### src/rtl/spike_rate_decoder_pkg.sv
// Shared definitions for the spike rate decoder: FSM states and sizing constants.
package spike_rate_decoder_pkg;

  // Decoder FSM: waiting for a window to start, or accumulating a window.
  typedef enum logic {
    IDLE  = 1'b0,
    COUNT = 1'b1
  } state_t;

  // Default width of each per-neuron spike counter.
  localparam int DEFAULT_CNT_W = 8;

  // Width of the winner index (covers up to 8 neurons).
  localparam int WIN_IDX_W = 3;

endpackage

### src/rtl/spike_argmax.sv
// Combinational argmax over NUM_NEURONS packed counts: lowest index holding the
// maximum, whether the maximum is shared, and whether every count is zero.
module spike_argmax
  import spike_rate_decoder_pkg::*;
#(
  parameter int NUM_NEURONS = 2,
  parameter int CNT_W       = DEFAULT_CNT_W
) (
  input  logic [NUM_NEURONS*CNT_W-1:0] counts,
  output logic [WIN_IDX_W-1:0]         winner,
  output logic                         tie,
  output logic                         silent
);

  logic [CNT_W-1:0] max_val;
  logic [CNT_W-1:0] cur;

  // Linear scan; strict '>' keeps the lowest index on equal counts, and an
  // all-zero window naturally yields winner=0, tie=1.
  always_comb begin
    // NOTE: every variable gets a default before any branch so no latch is inferred.
    max_val = counts[0 +: CNT_W];
    cur     = '0;
    winner  = '0;
    tie     = 1'b0;
    silent  = (counts[0 +: CNT_W] == '0);
    for (int i = 1; i < NUM_NEURONS; i++) begin
      cur = counts[i*CNT_W +: CNT_W];
      if (cur != '0) silent = 1'b0;
      if (cur > max_val) begin
        max_val = cur;
        winner  = WIN_IDX_W'(i);
        tie     = 1'b0;
      end else if (cur == max_val) begin
        tie = 1'b1;
      end
    end
  end

endmodule

### src/rtl/spike_rate_decoder.sv
// Rate decoder: counts spikes per neuron over a programmable window, then
// registers the counts and their argmax into a valid/ready result slot.
module spike_rate_decoder
  import spike_rate_decoder_pkg::*;
#(
  parameter int NUM_NEURONS = 2,
  parameter int CNT_W       = DEFAULT_CNT_W
) (
  input  logic                         clk,
  input  logic                         rst_n,
  input  logic                         ena,
  input  logic [NUM_NEURONS-1:0]       spike,
  input  logic [7:0]                   window_len,
  input  logic                         out_ready,
  output logic                         out_valid,
  output logic [NUM_NEURONS*CNT_W-1:0] counts,
  output logic [WIN_IDX_W-1:0]         winner,
  output logic                         tie,
  output logic                         silent,
  output logic                         overrun
);

  state_t                       state_q, state_d;
  logic [7:0]                   len_q;
  logic [7:0]                   cyc_cnt;
  logic [NUM_NEURONS*CNT_W-1:0] cnt_q;
  logic [NUM_NEURONS*CNT_W-1:0] cnt_inc;
  logic                         start;
  logic                         snapshot;
  logic                         keep_counting;
  logic [WIN_IDX_W-1:0]         am_winner;
  logic                         am_tie;
  logic                         am_silent;

  // Saturating per-neuron increment including this cycle's spikes.
  always_comb begin
    cnt_inc = cnt_q;
    for (int i = 0; i < NUM_NEURONS; i++) begin
      if (spike[i] && (cnt_q[i*CNT_W +: CNT_W] != {CNT_W{1'b1}})) begin
        cnt_inc[i*CNT_W +: CNT_W] = cnt_q[i*CNT_W +: CNT_W] + CNT_W'(1);
      end
    end
  end

  // Argmax is taken over the counts that the snapshot will register, so the
  // summary flags land in the same edge as the counts.
  spike_argmax #(
    .NUM_NEURONS (NUM_NEURONS),
    .CNT_W       (CNT_W)
  ) u_argmax (
    .counts (cnt_inc),
    .winner (am_winner),
    .tie    (am_tie),
    .silent (am_silent)
  );

  // Next-state logic: window start, snapshot detection and abort on disable.
  always_comb begin
    state_d  = state_q;
    start    = 1'b0;
    snapshot = 1'b0;
    case (state_q)
      IDLE: begin
        if (ena && (window_len != 8'd0)) begin
          state_d = COUNT;
          start   = 1'b1;
        end
      end
      COUNT: begin
        if (!ena) begin
          state_d = IDLE;
        end else if (cyc_cnt == (len_q - 8'd1)) begin
          snapshot = 1'b1;
          if (window_len == 8'd0) state_d = IDLE;
        end
      end
      default: state_d = IDLE;
    endcase
    keep_counting = (state_q == COUNT) && ena && !snapshot;
  end

  // State register.
  always_ff @(posedge clk or negedge rst_n) begin
    if (!rst_n) begin
      state_q <= IDLE;
    end else begin
      // NOTE: sequential state uses non-blocking assignments so every flop
      // samples pre-edge values regardless of statement order.
      state_q <= state_d;
    end
  end

  // Window accumulation: counters and cycle counter clear on start, snapshot,
  // abort and idle; the window length is captured at every window start.
  always_ff @(posedge clk or negedge rst_n) begin
    if (!rst_n) begin
      // NOTE: the counter bank is plain flops, so it takes the async reset like
      // any other state; it is not a RAM and needs no initialisation sequence.
      cnt_q   <= '0;
      cyc_cnt <= '0;
      len_q   <= '0;
    end else begin
      if (keep_counting) begin
        cnt_q   <= cnt_inc;
        cyc_cnt <= cyc_cnt + 8'd1;
      end else begin
        cnt_q   <= '0;
        cyc_cnt <= '0;
      end
      if (start || snapshot) len_q <= window_len;
    end
  end

  // Result slot: load on snapshot, flag overwrite of an unconsumed result,
  // release on handshake when no new result arrives on the same edge.
  always_ff @(posedge clk or negedge rst_n) begin
    if (!rst_n) begin
      out_valid <= 1'b0;
      counts    <= '0;
      winner    <= '0;
      tie       <= 1'b0;
      silent    <= 1'b0;
      overrun   <= 1'b0;
    end else if (snapshot) begin
      out_valid <= 1'b1;
      counts    <= cnt_inc;
      winner    <= am_winner;
      tie       <= am_tie;
      silent    <= am_silent;
      overrun   <= out_valid && !out_ready;
    end else if (out_valid && out_ready) begin
      out_valid <= 1'b0;
    end
  end

endmodule

### config.mk
export PLATFORM = sky130hd
export DESIGN_NAME = spike_rate_decoder
export DESIGN_NICKNAME = d
export VERILOG_FILES = /design/src/rtl/spike_rate_decoder_pkg.sv /design/src/rtl/spike_argmax.sv /design/src/rtl/spike_rate_decoder.sv
export SDC_FILE = /design/constraint.sdc
export NUM_CORES = 1
export LEC_CHECK = 0
export ABC_AREA = 1
export ABC_CLOCK_PERIOD_IN_PS = 2700
export CAP_MARGIN = 20
export CORE_MARGIN = 2
export CORE_UTILIZATION = 56
export CTS_CLUSTER_SIZE = 10
export DETAILED_ROUTE_END_ITERATION = 8
export PLACE_DENSITY = 0.77
export RECOVER_POWER = 25
export SLEW_MARGIN = 20
export SYNTH_ARGS = -nofsm -noshare
export SYNTH_HDL_FRONTEND = slang
export SYNTH_SLANG_ARGS = --single-unit
export TNS_END_PERCENT = 5
### constraint.sdc
create_clock -name clk -period 2.7 [get_ports clk]
set_clock_uncertainty 0.15 [all_clocks]
set_input_delay 0.405 -clock clk [delete_from_list [all_inputs] [get_ports clk]]
set_output_delay 0.405 -clock clk [all_outputs]
set_load 0.02 [all_outputs]
==> metrics.sh <==
FLOORPLAN.DIE_AREA_MM2=0.00613
NUM-NETS-FINAL=493
DPL_CELL_AREA_MM2=0.00352
SYNTH_TOP_FLOP_CELL='sky130_fd_sc_hd__dfrtp_1'
DIE_H_UM=78.3
POST_SYNTH_MOST_FREQUENT_CELLS='143 x sky130_fd_sc_hd__nand2_1, 55 x sky130_fd_sc_hd__nor2_1, 54 x sky130_fd_sc_hd__dfrtp_1, 54 x sky130_fd_sc_hd__inv_1, 24 x sky130_fd_sc_hd__nand3_1'
CRIT_END='tie'
REPORT.FINAL.HOLD_VIOL_COUNT=0
FILLER_CELL_COUNT=467
FINISH.INSTANCE_AREA_MM2=0.00364
TOTAL_LEAKAGE_POWER_nW=1.80
IR_DROP_mV=0.389
GRT_MAX_DEGREE=55
SYNTH.LIB_CELLS_USED.DISTINCT=27
TOTAL_POWER_DENSITY_PER_CELL_AREA_mW_PER_MM2=509
SYNTH_ASYNC_SR_FLOP_SHARE_PCT=100
RSZ0062_AT_GRT='no'
CRIT-REG2REG-LAUNCH='cnt_q[8]'
SYNTHMOSTINSTANTIATEDCELL='sky130_fd_sc_hd__nand2_1'
IO_PINS=37
MAX-CAP-VIOLATIONS=0
DETAILROUTE.VIA_COUNT=2682
ROW_COUNT=27
WORSTSETUPSTARTPOINT='cnt_q[8]'
WORST_SETUP_HOLD_PATH_CLK_SLEW_NS=0.10
CLOCK_SINKS=54
WL_UM=6410
NUMBER_OF_ENABLE_TYPE_REGISTER_CELLS_IN_THE_SYNTHESIZED_NETLIST=0
RRSETUPSLACK_NS=0.25
CRITICAL_PATH_CELL_COUNT=16
FINAL.SETUP.TNS_NS=0
INITIAL_CELL_DENSITY_OF_THE_CORE_PCT=57.2
PATH_CELLS='ha_1 > nand3_1 > inv_1 > nand2_1 > nand2_1 > inv_2 > nand2_1 > nand2_1 > inv_1 > ha_1 > nand2_1 > nor2_1 > nand4_1 > nand2_1 > o21ai_1 > inv_1'
FMAX_MHz=408
WORST-PATH-MAX-FANOUT=6
MIN_PERIOD_OVER_PERIOD_PCT=90.9
SLEW_VIOL_FINAL=0
ROUTEDWLPERCELL_UM=11.9
WORSTHOLDPATHTYPE='in -> async'
SYN_AREA_PER_CELL_UM2=7.28
DETAIL_ROUTE.VIAS_PER_CELL=4.97
WORST_HOLD_SLACK_NS=0.327
CRITPATHTOPFAMILY='simple AND/OR/NAND/NOR gates'
SEQ_AREA_FRAC_SYNTH_PCT=43.7
NUM_ANTENNA_CELLS=0
CRITPATHKIND='reg -> reg'
DETAIL-ROUTE-ANTENNA-NETS=0
COUNT_OF_YOSYS_WARNINGS_DURING_SYNTHESIS=0
DRIVE_ABOVE_1_SHARE_PCT=7.05
COREAREA_MM2=0.00541
FLIP_FLOP_AND_LATCH_COUNT_AFTER_SYNTHESIS=54
BUFFER_PORTS.INSERTED=34
FINALCRITICALPERIOD_NS=2.45
TRITONCTS='yes'
CTS.ROOT.BUFFER_CELL='sky130_fd_sc_hd__clkbuf_8'
MULTI_INPUT_COMB_AREA_MM2=0.00147
SYN-INSTANCE-COUNT=425
FINAL-SEQ-AREA_MM2=0.00135
GRT_FIRST_PASS_WIRELENGTH_UM=10700
SYN_AREA_MM2=0.00309
SYNTH_TOP_AREA_SHARE_PCT=43.7
CP_NUM_BUF_INV=4
AREA_DELTA_SYNTH_FINAL_PCT=17.6
CP.REQUIRED_NS=2.81
CRITICAL_PATH_ARRIVAL_NS=2.56
CRITPATHCAPTURETYPE='flip-flop'
SETUP_VIOL_COUNT_FINAL=0
DETAIL_ROUTE.DRC_VIOLATIONS=0
CTS.PATH.MAX_BUFFERS=2
MAXSLEWHEADROOM_PCT=10.5
CPMOSTUSEDCELL='sky130_fd_sc_hd__nand2_1'
GLOBALROUTETOTALUTIL_PCT=22.0
WORST_R2R_PATH_DEPTH=16
FIRST_GLOBAL_VIAS=2350
PLACE_HPWL_UM=4780
DRTPASS1ITERATIONS=4
DP.CELLS=530
SYNTH_LARGEST_AREA_CELL='sky130_fd_sc_hd__dfrtp_1'
WORST-SLEW-PIN-TRANSITION_NS=1.34
CP_SLOWEST_STAGE_DELAY_NS=0.41
TIMING.RR.END='tie'
OUTCOME='complete, no violations'
TIMING.CRITICAL_PATH.FROM_TYPE='flip-flop'
WORST_PATH_CELL_WITH_THE_LONGEST_STAGE_DELAY='sky130_fd_sc_hd__dfrtp_1'
PLACE_CONGESTION=0.914
STDCELL_COUNT=540
INITIALDRTVIOLATIONCOUNT=157
CTSHTREEMAXLEVEL=2
FLOORPLAN.DIE.WIDTH_UM=78.3
GRT_ANTENNA_BEFORE_REPAIR=0
SYNTH_TOP_CELLS_BY_AREA='sky130_fd_sc_hd__dfrtp_1 44%, sky130_fd_sc_hd__nand2_1 17%, sky130_fd_sc_hd__nor2_1 6.7%'
TRITONCTS.NUM_BUFFERS=5
GLOBALROUTE.TOTALOVERFLOW=0
POSTCTSHOLDBUFS=0
WORST_SKEW_PAIR.LATE_LATENCY_NS=0.31
how the worst min path moves through the flow:
stage | from | endpoint | slack, ns
floorplan | rst_n | cnt_q[0] | -0.04
global placement | overrun | overrun | 0.32
detailed placement | silent | silent | 0.32
finish | rst_n | state_q | 0.33
CTS | rst_n | counts[8] | 0.08
global route | overrun | overrun | 0.37
placed cells by master, fill, tap and decap left out, types with 2 or more instances in the layout:
| cell | instances |
|---|---|
| sky130_fd_sc_hd__o21ai_0 | 16 |
| sky130_fd_sc_hd__nor2_1 | 55 |
| sky130_fd_sc_hd__nor3b_1 | 2 |
| sky130_fd_sc_hd__xor2_1 | 6 |
| sky130_fd_sc_hd__a21oi_1 | 7 |
| sky130_fd_sc_hd__ha_1 | 11 |
| sky130_fd_sc_hd__o21ai_1 | 16 |
| sky130_fd_sc_hd__inv_2 | 4 |
| sky130_fd_sc_hd__nand3_1 | 24 |
| sky130_fd_sc_hd__nand4_1 | 8 |
| sky130_fd_sc_hd__dfrtp_1 | 54 |
| sky130_fd_sc_hd__clkdlybuf4s50_1 | 33 |
| sky130_fd_sc_hd__buf_4 | 7 |
| sky130_fd_sc_hd__nand2_2 | 2 |
| sky130_fd_sc_hd__xnor2_1 | 4 |
| sky130_fd_sc_hd__clkbuf_8 | 6 |
| sky130_fd_sc_hd__nor2_2 | 3 |
| sky130_fd_sc_hd__nand2_1 | 143 |
| sky130_fd_sc_hd__inv_1 | 53 |
| sky130_fd_sc_hd__conb_1 | 2 |
cell families (layout without fill, tap and decap cells):
family                   after synthesis  count (layout)  synth area share, %
buffers and inverters                 66             108                 9.14
flip-flops                            54              54                 43.7
AND/OR/NAND/NOR                      241             241                 32.2
adder cells (fa/ha/maj)               12              12                 4.85
AO/OA/AOI/OAI                         41              41                 7.20
other                                  1               2                0.121
XOR/XNOR                              10              10                 2.83
sequential cells by signal (all words and copies together), names as in the netlist:
register and count:
cnt_q 16, state_q 1, overrun 1, counts 16, winner 1, silent 1
tie 1, len_q 8, out_valid 1, cyc_cnt 8
layer usage:
| metal | up-vias | GRT usage, % | wire, um |
|---|---|---|---|
| li1 | 1405 | - | - |
| met1 | 1213 | 32.5 | 3140 |
| met2 | 58 | 34.2 | 2940 |
| met3 | 6 | 3.45 | 276 |
| met4 | 0 | 5.26 | 56 |
| met5 | - | 0 | 0 |
power by group:
part           internal (mW)  leakage [nW]  switching (mW)
logic                  0.188          1.03           0.268
registers              0.872         0.732          0.0555
clock network          0.207        0.0472           0.261
timing repair:
action,in CTS,in global routing
resized for setup,0,3
setup endpoints to repair,0,2
setup buffers,0,2
endpoints found under the hold margin,0,0
metrics by stage:
| step | util [%] | power [mW] | setup slack, ns |
|---|---|---|---|
| after global placement | 65.1 | 1.38 | 0.261 |
| final | 67.3 | 1.85 | 0.246 |
| after detailed placement | 65.1 | 1.39 | 0.188 |
| after CTS | 66.9 | 1.87 | 0.207 |
| after global routing | 67.3 | 1.96 | 0.0164 |
| after floorplan | - | 1.23 | 0.467 |
final cells by class:
| cell class | instances | area share [%] |
|---|---|---|
| sequential | 54 | 37.2 |
| inverter | 57 | 5.88 |
| timing repair buffer | 43 | 11.4 |
| clock buffer | 6 | 2.27 |
| tap | 72 | 2.48 |
| clock inverter | 2 | 0.344 |
| multi-input combinational | 306 | 40.5 |
No activity file was read; power rests on OpenSTA's default activity.
